--- src/rtl/maxpool_stream_if.sv ---
// Stream bundle for maxpool_stream: one pixel input channel, one pooled output channel
// and the end-of-frame pulse. The master side is the environment; the slave side is the pooling block.
interface maxpool_stream_if #(
    parameter int DATAWIDTH = 16
) ();
    // Valid/ready: a beat happens on a rising clock edge where VALID and READY are both 1.
    // A source keeps DATA/VALID steady while VALID=1 and READY=0; READY may depend on the peer.
    logic [DATAWIDTH-1:0] IN_DATA;
    logic                 IN_VALID;
    logic                 IN_READY;
    logic [DATAWIDTH-1:0] OUT_DATA;
    logic                 OUT_VALID;
    logic                 OUT_READY;
    logic                 FRAME_DONE;

    modport master (
        output IN_DATA, IN_VALID, OUT_READY,
        input  IN_READY, OUT_DATA, OUT_VALID, FRAME_DONE
    );

    modport slave (
        input  IN_DATA, IN_VALID, OUT_READY,
        output IN_READY, OUT_DATA, OUT_VALID, FRAME_DONE
    );
endinterface

--- src/rtl/maxpool_stream.sv ---
// Streaming 2x2 max-pool over a row-major frame: horizontal pair max on odd columns,
// pairs of even rows parked in a half-width line buffer, window max emitted on odd rows.
module maxpool_stream #(
    parameter int DATAWIDTH = 16,
    parameter int IMG_W     = 8,
    parameter int IMG_H     = 8,
    parameter int SIGNED    = 0
) (
    input logic            CLK,
    input logic            rst,
    maxpool_stream_if.slave bus
);
    localparam int LB_N  = IMG_W / 2;
    localparam int COL_W = (IMG_W > 1) ? $clog2(IMG_W) : 1;
    localparam int ROW_W = (IMG_H > 1) ? $clog2(IMG_H) : 1;
    localparam int LB_AW = (LB_N > 1) ? $clog2(LB_N) : 1;

    typedef logic [DATAWIDTH-1:0] pix_t;

    logic [COL_W-1:0] col_q, col_d;
    logic [ROW_W-1:0] row_q, row_d;
    pix_t             hold_q, hold_d;
    pix_t             out_data_q, out_data_d;
    logic             out_valid_q, out_valid_d;
    logic             out_last_q, out_last_d;
    logic             frame_done_q, frame_done_d;

    pix_t             lb_q [LB_N];
    logic             lb_we;
    logic [LB_AW-1:0] lb_idx;

    logic             in_ready;
    logic             in_beat;
    logic             out_beat;
    logic             col_last;
    logic             row_last;
    pix_t             pair;
    pix_t             lb_rd;
    pix_t             window_max;

    // Result is always one of the two operands, so no width growth.
    function automatic pix_t pick_max(input pix_t a, input pix_t b);
        logic a_ge;
        if (SIGNED != 0) begin
            a_ge = ($signed(a) >= $signed(b));
        end else begin
            a_ge = (a >= b);
        end
        return a_ge ? a : b;
    endfunction

    always_comb begin
        in_ready   = !out_valid_q || bus.OUT_READY;
        in_beat    = bus.IN_VALID && in_ready;
        out_beat   = out_valid_q && bus.OUT_READY;
        col_last   = (col_q == COL_W'(IMG_W - 1));
        row_last   = (row_q == ROW_W'(IMG_H - 1));
        lb_idx     = LB_AW'(col_q >> 1);
        pair       = pick_max(hold_q, bus.IN_DATA);
        lb_rd      = lb_q[lb_idx];
        window_max = pick_max(lb_rd, pair);
    end

    always_comb begin
        col_d        = col_q;
        row_d        = row_q;
        hold_d       = hold_q;
        out_data_d   = out_data_q;
        out_valid_d  = out_valid_q;
        out_last_d   = out_last_q;
        frame_done_d = out_beat && out_last_q;
        lb_we        = 1'b0;

        if (out_beat) begin
            out_valid_d = 1'b0;
            out_last_d  = 1'b0;
        end

        // A load in the same cycle as an output beat overrides the clear above.
        if (in_beat) begin
            col_d = col_last ? '0 : col_q + COL_W'(1);
            if (col_last) begin
                row_d = row_last ? '0 : row_q + ROW_W'(1);
            end

            if (!col_q[0]) begin
                hold_d = bus.IN_DATA;
            end else if (!row_q[0]) begin
                lb_we = 1'b1;
            end else begin
                out_data_d  = window_max;
                out_valid_d = 1'b1;
                out_last_d  = row_last && col_last;
            end
        end
    end

    always_ff @(posedge CLK or posedge rst) begin
        if (rst) begin
            col_q        <= '0;
            row_q        <= '0;
            hold_q       <= '0;
            out_data_q   <= '0;
            out_valid_q  <= 1'b0;
            out_last_q   <= 1'b0;
            frame_done_q <= 1'b0;
        end else begin
            col_q        <= col_d;
            row_q        <= row_d;
            hold_q       <= hold_d;
            out_data_q   <= out_data_d;
            out_valid_q  <= out_valid_d;
            out_last_q   <= out_last_d;
            frame_done_q <= frame_done_d;
        end
    end

    // Line buffer is not reset: every entry is rewritten on an even row before its odd-row read.
    always_ff @(posedge CLK) begin
        if (lb_we) begin
            lb_q[lb_idx] <= pair;
        end
    end

    assign bus.IN_READY   = in_ready;
    assign bus.OUT_DATA   = out_data_q;
    assign bus.OUT_VALID  = out_valid_q;
    assign bus.FRAME_DONE = frame_done_q;
endmodule

--- src/flat_wrapper.sv ---
// flat-port wrapper written by rule: the top's interface ports become plain ports
module maxpool_stream_flat 
#(
    parameter int DATAWIDTH = 16,
    parameter int IMG_W     = 8,
    parameter int IMG_H     = 8,
    parameter int SIGNED    = 0
)
  (CLK, rst, bus_IN_DATA, bus_IN_VALID, bus_OUT_READY, bus_IN_READY, bus_OUT_DATA, bus_OUT_VALID, bus_FRAME_DONE);
  maxpool_stream_if #(.DATAWIDTH(DATAWIDTH)) bus_i ();
  input logic CLK;
  input logic rst;
  input wire logic [$bits(bus_i.IN_DATA)-1:0] bus_IN_DATA;
  input wire logic [$bits(bus_i.IN_VALID)-1:0] bus_IN_VALID;
  input wire logic [$bits(bus_i.OUT_READY)-1:0] bus_OUT_READY;
  output wire logic [$bits(bus_i.IN_READY)-1:0] bus_IN_READY;
  output wire logic [$bits(bus_i.OUT_DATA)-1:0] bus_OUT_DATA;
  output wire logic [$bits(bus_i.OUT_VALID)-1:0] bus_OUT_VALID;
  output wire logic [$bits(bus_i.FRAME_DONE)-1:0] bus_FRAME_DONE;
  assign bus_i.IN_DATA = bus_IN_DATA;
  assign bus_i.IN_VALID = bus_IN_VALID;
  assign bus_i.OUT_READY = bus_OUT_READY;
  assign bus_IN_READY = bus_i.IN_READY;
  assign bus_OUT_DATA = bus_i.OUT_DATA;
  assign bus_OUT_VALID = bus_i.OUT_VALID;
  assign bus_FRAME_DONE = bus_i.FRAME_DONE;
  maxpool_stream #(.DATAWIDTH(DATAWIDTH), .IMG_W(IMG_W), .IMG_H(IMG_H), .SIGNED(SIGNED)) u_core (.CLK(CLK), .rst(rst), .bus(bus_i));
endmodule
--- config.mk ---
export PLATFORM = sky130hd
export DESIGN_NAME = maxpool_stream_flat
export DESIGN_NICKNAME = d
export VERILOG_FILES = /design/src/rtl/maxpool_stream_if.sv /design/src/rtl/maxpool_stream.sv /design/src/flat_wrapper.sv
export SDC_FILE = /design/constraint.sdc
export NUM_CORES = 1
export LEC_CHECK = 0
export CAP_MARGIN = 10
export CORE_MARGIN = 2
export CORE_UTILIZATION = 30
export CTS_BUF_LIST = sky130_fd_sc_hd__clkbuf_2 sky130_fd_sc_hd__clkbuf_4 sky130_fd_sc_hd__clkbuf_8
export DETAILED_ROUTE_END_ITERATION = 10
export SLEW_MARGIN = 20
export SYNTH_ARGS = -nofsm -noshare
export SYNTH_HDL_FRONTEND = slang
export SYNTH_SLANG_ARGS = --single-unit
export TNS_END_PERCENT = 10
--- constraint.sdc ---
create_clock -name CLK -period 11.9 [get_ports CLK]
set_clock_uncertainty 0.15 [all_clocks]
set_input_delay 2.38 -clock CLK [delete_from_list [all_inputs] [get_ports CLK]]
set_output_delay 2.38 -clock CLK [all_outputs]
set_load 0.02 [all_outputs]
## After elaboration in Yosys (flattened, before gate mapping)

Memory sizes are Yosys's and may differ from the RTL's.
Index checks and enable logic that the tools add are counted.
W data, S select, Z words.

- Output and inout bits: 19
- Memories kept: 1
- Logic and storage cells: 41
- Bits of input ports: 20
- Bits in writable memories: 64
- Register bits after elaboration: 41

- Equality and inequality tests: 2
- Mux-type cells: 17
- Bitwise operators: 1
- Order comparisons: 2
- Reduce and logical (&&, ||, !) cells: 9
- Add/sub/neg operators: 2

Memories:

| memory | words | width | read ports | clocked after Yosys merged registers in | write ports | RTL line | RTL |
|---|---|---|---|---|---|---|---|
| u_core.lb_q | 4 | 16 | 1 | 0 | 1 | maxpool_stream.sv:28 | `pix_t lb_q [LB_N];` |

Operators by type and width:

| kind | count |
|---|---|
| $ge A16 B16 Y1 | 2 |
| $mux W16 | 2 |
| $mux W1 | 13 |
| $add A3 B1 Y3 const B | 2 |
| $eq A3 B3 Y1 const B | 2 |
| $mux W3 | 2 |
| $logic_and A1 B1 Y1 | 4 |
| $reduce_and A2 Y1 | 2 |
| $reduce_and A3 Y1 | 1 |
| $logic_not A1 Y1 | 1 |
| $logic_or A1 B1 Y1 | 1 |
| $not A1 Y1 | 1 |

## Logic depth before layout (Yosys ltp)

Gate-level depths: netlist (run 1).

- Word-level depth: 6
- Mapped depth: 18
- Mapped depth without buffers: 15

## Least setup slack after synthesis (run 1)

Ideal clock, no wire load.

- Path type: in2reg
- Start point: input bus_IN_DATA[15]
- End point: register u_core.out_data_q[10] (netlist: u_core.bus.OUT_DATA[10])
- Path slack: 5777 ps
- Library setup time: 126 ps
- Arrival time: 5847 ps
- Buffers on the path: 3
- Cell stages on the path: 18
- Data required time: 11624 ps
- Path through: inv_1 ha_1 and4_1 o211ai_1 or4_4 nand3_4 buf_6 mux2_4 inv_1 ha_1 a21o_1 a21o_1 a221oi_1 o221ai_1 nor2b_1 clkbuf_1 buf_2 a221o_1

- Longest elaborated chain between the ends: 4

Ends and longest elaborated chain:

| what | RTL line | RTL |
|---|---|---|
| start, declared | flat_wrapper.sv:13 | `input wire logic [$bits(bus_i.IN_DATA)-1:0] bus_IN_DATA;` |
| $ge A16 B16 Y1 | maxpool_stream.sv:47 | `a_ge = (a >= b);` |
| $mux W16 | maxpool_stream.sv:49 | `return a_ge ? a : b;` |
| net u_core.pair[13] | maxpool_stream.sv:37 | `pix_t pair;` |
| $ge A16 B16 Y1 | maxpool_stream.sv:47 |  |
| $mux W16 | maxpool_stream.sv:49 |  |
| end signal, assigned | maxpool_stream.sv:111 | `out_data_q <= out_data_d;` |
| end, declared | maxpool_stream.sv:23 | `pix_t out_data_q, out_data_d;` |

The timed path passes the listed nets, and every way through them passes these cells.
A chain may end at the register's enable or synchronous reset.

## Worst setup path after layout (run 1)

- Start point: input bus_IN_DATA[15]
- End point: register u_core.out_data_q[14] (netlist: u_core.bus.OUT_DATA[14])

The elaborated chain is that of the path after synthesis.

==> results of run 1 <==
-- report_power, final --
part / internal (mW) / switching (mW) / total (mW)
combinational: 0.336 / 0.347 / 0.683
sequential: 0.518 / 0.0667 / 0.584
clock: 0.121 / 0.129 / 0.250
total: 0.974 / 0.542 / 1.52
-- cell families after synthesis --
kind of cell | after synthesis | share of synthesized area, %
buf+inv | 44 | 3.51
mux | 51 | 15.6
simple gates | 54 | 6.28
fa+ha+maj | 36 | 8.90
flops | 105 | 58.2
compound gates | 46 | 7.42
-- flip-flops by register name (all words and copies together) (netlist names) --
signal / cells
u_core.bus.FRAME_DONE: 1
u_core.bus.OUT_DATA: 16
u_core.bus.OUT_VALID: 1
u_core.col_q: 3
u_core.hold_q: 16
u_core.lb_q: 64
u_core.out_last_q: 1
u_core.row_q: 3
-- cell usage in the layout, fill, tap and decap left out, types with 3 or more instances in the layout --
| cell | instances |
|---|---|
| clkbuf_8 | 9 |
| mux4_2 | 16 |
| clkdlybuf4s50_1 | 38 |
| nand4_1 | 3 |
| ha_1 | 36 |
| mux2_4 | 10 |
| and2_1 | 16 |
| inv_1 | 32 |
| mux2_2 | 25 |
| edfxtp_1 | 64 |
| nand2_1 | 13 |
| o21ai_0 | 5 |
| buf_4 | 4 |
| nor2_2 | 3 |
| a221o_1 | 16 |
| dfrtp_1 | 41 |
| a21o_1 | 8 |
| a21oi_1 | 8 |
| nand3_1 | 3 |
-- stage by stage --
stage,power [mW],hold slack [ps]
after CTS,1.54,364
after floorplan,1.07,311
after global routing,1.62,413
after global placement,1.26,333
final,1.52,363
after detailed placement,1.28,343
-- layer usage --
layer	share of wire (%)	global-route usage (%)	wire, um
met5	0	0	0
met4	1.1	3.37	114
met3	3.6	3.36	375
met2	48	19.8	4990
met1	47	16.3	4950
-- worst register-to-register path: cells and delay by family (launching register included) --
kind                       cells  cell delay (ps)
and+or+nand+nor                4             1620
AOI/OAI and AO/OA              6             1220
adders and majority gates      2              540
DFF                            1              410
muxes                          1              380
buffers and inverters          1               70
-- cell type report --
cell class | instances | area (um^2)
timing repair buffer | 42 | 410
tap | 220 | 275
clock buffer | 9 | 124
sequential | 105 | 2950
multi-input combinational | 187 | 1950
clock inverter | 7 | 103
fill | 1558 | 10600
inverter | 33 | 124
-- path summary, 6_finish.rpt --
| path | to | slack [ps] | depth (start not counted) | from |
|---|---|---|---|---|
| max in group asynchronous | u_core.bus.OUT_DATA[0]$_DFFE_PP0P_ | 8920 | 3 | rst |
| hold reg to reg | u_core.out_last_q$_DFF_PP0_ | 360 | 2 | u_core.out_last_q$_DFF_PP0_ |
| min in group asynchronous | u_core.hold_q[10]$_DFFE_PP0P_ | 2290 | 3 | rst |
| setup reg to reg | u_core.bus.OUT_DATA[14]$_DFFE_PP0P_ | 7460 | 14 | u_core.hold_q[15]$_DFFE_PP0P_ |
| setup / recovery | u_core.bus.OUT_DATA[14]$_DFFE_PP0P_ | 5320 | 16 | bus_IN_DATA[15] |
| hold / removal | u_core.out_last_q$_DFF_PP0_ | 360 | 2 | u_core.out_last_q$_DFF_PP0_ |
==> flow_summary.toml, run 1 <==
[cts]
cts_tree = "built"
cts_hold_buf = 0
h-tree-depth = 3
postCtsSetupBuffers = 0
cts_root_buf = "clkbuf_8"
insertion_delay_ps = 390
cts_buffers = 9
clk_pin_slew_ps = 110
cts_sinks = 105
cts_buffer_depth = 2
cts_resized = 0

[global_route]
antenna_found_initial = 0
grt_use_total_pct = 12.3
grt_pass1_wl_mm = 16.5
grt-ovfl-total = 0
grt_pass1_vias = 2926
grt_start_max_net_pins = 42

[place]
hpwl_mm = 7.09
dpl_cell_area_mm2 = 0.00571
dpl_worst_slack_ps = 4930
place_congestion = 0.760
place_inst = 587
port_buffers = 38

[cells_and_area]
area_growth_pct = 17.3
drive_gt1_share_pct = 20.6
final_area_mm2 = 0.00594
final_cells = 603
antenna_cells = 0
fin_util_pct = 35.9
layout.nets = 434

[worst_setup_path]
cp_cell_sequence = "clkdlybuf4s50_1 > inv_1 > ha_1 > and4_1 > o211ai_1 > or4_4 > nand3_4 > mux2_4 > inv_1 > ha_1 > a21o_1 > a21o_1 > a221oi_1 > o221ai_1 > nor2_2 > a221o_1"
critPathMaxFanout = 16
path_delay_family = "simple AND/OR/NAND/NOR gates"
end_kind = "register"
start_kind = "primary input"
crit_type = "primary input to register"
slowest_delay_ps = 660
path_buf_inv = 3
required_ps = 12080
critPathSlowestCell = "nor2_2"
cp_data_arrival_time_ps = 6760

[sta]
setup_ws_ps = 5320
setup_tns_ps = 0
timing.final.hold_violations = 0
tightest_slew_ps = 1080
min_period_over_period_pct = 55.3
finalMaxSlewViolations = 0
rsz0062_at_grt = "false"
relSlewSlack_pct = 27.9
clock.fmax_ghz = 0.152
post-route-min-period_ps = 6580
setup_viol_count_final = 0

[detailed_routing]
drt_iter0_drc = 130
viasPerCell = 4.75
wl_per_cell_um = 17.3
dr.pass1.iters = 4
routed_wl_mm = 10.4
vias = 2862
antenna_left = 0
drc = 0

[yosys]
yosys-top-cells-count = "edfxtp_1, dfrtp_1, ha_1"
synthTopCellsByArea = "edfxtp_1, dfrtp_1, ha_1"
synth_top_cell_by_area = "edfxtp_1"
ys_types = 37
synth-seq-cells = 105
synth_most_common_cell = "edfxtp_1"
syn-mean-instance-area_um2 = 15.1
ys.flop_type = "edfxtp_1"
netlist_instances = 336
synth-seq-area-share_pct = 58.2
synth_area_mm2 = 0.00506
ys_warn_count = 0
synth_top_area_share_pct = 38.0
async_flop_share_pct = 39.0
synthesis.nets = 392
synth-edff-count = 64

[floorplan]
die_area_mm2 = 0.0179
die_x_um = 134
ioPinCount = 39
dieHeight_um = 134
core_area_mm2 = 0.0165
start_util_pct = 30.6
rows = 47

[power]
p_leak_nw = 2.38
irDropWorstVdd_mv = 0.0822
power.density_mw_per_mm2 = 255

[hold_path]
worstHoldPathType = "register to register"

[job]
drv_cap = 0

[outcome]
outcome = "finished clean"
No activity file was read; power rests on OpenSTA's default activity.
==> inputs of run 2 (changes only) <==
clock period = 6.3 ns   (was 11.9 ns; I/O delays follow)
==> run 2 against run 1 <==
Final area decreased by 0.23%. Clock-buffer cell count increased by 1. Register-to-register slack worse by 5700 ps. Largest power group unchanged. Via count up 0.49%. Global-route usage about the same. Flip-flop and latch count is the same. Critical path type unchanged. Sequential power rose by 90%. Routed wire length increased by 0.55%.
==> flow_summary.toml, run 2 (synthesis results as in run 1) <==
[sta]
clock.fmax_ghz = 0.179
setup_tns_ps = 0
whs_ps = 364
timing.final.hold_violations = 0
finalMaxSlewViolations = 0
min_period_over_period_pct = 88.5
relSlewSlack_pct = 27.4
setup_viol_count_final = 0
rsz0062_at_grt = "false"
post-route-min-period_ps = 5580
setup_ws_ps = 722
tightest_slew_ps = 1090

[place]
dpl_cell_area_mm2 = 0.00571
hpwl_mm = 7.31
place_inst = 587
place_congestion = 0.733
dpl_worst_slack_ps = 362
port_buffers = 38

[detailed_routing]
drc = 0
wl_per_cell_um = 17.4
antenna_left = 0
viasPerCell = 4.78
dr.pass1.iters = 4
drt_iter0_drc = 273
vias = 2876
routed_wl_mm = 10.5

[cts]
cts_buffers = 9
postCtsSetupBuffers = 0
cts_sinks = 105
insertion_delay_ps = 360
cts_root_buf = "clkbuf_8"
cts_hold_buf = 0
cts_buffer_depth = 2
h-tree-depth = 3
cts_resized = 0
clk_pin_slew_ps = 90
cts_tree = "built"

[cells_and_area]
layout.nets = 434
area_growth_pct = 17.1
antenna_cells = 0
drive_gt1_share_pct = 20.4
final_cells = 602
final_area_mm2 = 0.00592
final_common_cell = "edfxtp_1"
largest_register = "u_core.lb_q"
most-common-layout-cells = "edfxtp_1, dfrtp_1, clkdlybuf4s50_1"
fin_util_pct = 35.9
largest_register_ffs = 64
num-fill-cells = 1546

[worst_setup_path]
cp_data_arrival_time_ps = 5730
crit_type = "primary input to register"
required_ps = 6450
end_kind = "register"
critPathMaxFanout = 16
start_kind = "primary input"

[global_route]
grt-ovfl-total = 0
grt_start_max_net_pins = 42
grt_pass1_vias = 3017
grt_pass1_wl_mm = 16.6
grt_use_total_pct = 12.3
antenna_found_initial = 0

[outcome]
outcome = "finished clean"

[floorplan]
die_x_um = 134
dieHeight_um = 134
ioPinCount = 39
start_util_pct = 30.6
core_area_mm2 = 0.0165
die_area_mm2 = 0.0179
rows = 47

[power]
p_leak_nw = 2.37
power.total_mw = 2.85
irDropWorstVdd_mv = 0.175
power.density_mw_per_mm2 = 481

[job]
drv_cap = 0

[hold_path]
worstHoldPathType = "register to register"
[run 2: cell count changes in the layout (fill, tap and decap cells not counted)]
| cell | before | now |
|---|---|---|
| clkinv_4 | 2 | 1 |
| clkbuf_4 | 0 | 1 |
| inv_6 | 2 | 0 |
| clkinv_2 | 0 | 1 |
[run 2: worst paths after layout]
path | start | end | slack, ps | cells past startpoint
max | bus_IN_DATA[15] | u_core.bus.OUT_DATA[3]$_DFFE_PP0P_ | 720 | 17
min | u_core.out_last_q$_DFF_PP0_ | u_core.out_last_q$_DFF_PP0_ | 360 | 2
max reg2reg | u_core.hold_q[15]$_DFFE_PP0P_ | u_core.bus.OUT_DATA[3]$_DFFE_PP0P_ | 1750 | 15
min reg2reg | u_core.out_last_q$_DFF_PP0_ | u_core.out_last_q$_DFF_PP0_ | 360 | 2
max in group asynchronous | rst | u_core.bus.OUT_DATA[1]$_DFFE_PP0P_ | 4430 | 3
min in group asynchronous | rst | u_core.hold_q[14]$_DFFE_PP0P_ | 1180 | 3
[run 2: critical path, stage by stage]
cell	delay [ps]
clkdlybuf4s50_1	500
inv_1	50
ha_1	300
and4_1	250
o211ai_1	100
or4_4	440
nand3_4	280
mux2_2	440
inv_1	80
ha_1	150
nand4_1	130
nor2_1	190
o2111ai_1	160
o221ai_1	260
nor2b_1	670
buf_4	300
a221o_1	160
[run 2: power breakdown]
part           internal, mW  switching [mW]  total, mW
sequential            0.978           0.128       1.11
combinational         0.636           0.658       1.29
clock                 0.226           0.220      0.447
[run 2: cell type report]
type                            count  area [um^2]  area share [%]
Clock buffer                       10          131            2.22
Tap cell                          220          275            4.65
Clock inverter                      5         81.3            1.37
Inverter                           33          124            2.09
Multi-Input combinational cell    187         1950            33.0
Timing Repair Buffer               42          410            6.93
Sequential cell                   105         2950            49.8
[run 2: routing by layer]
layer	share of wire (%)	up-vias	global-route usage (%)
met5	0	-	0
met4	1.5	0	3.84
met3	4.3	14	2.76
met2	49	62	20.8
met1	45	1445	15.7
li1	-	1355	-
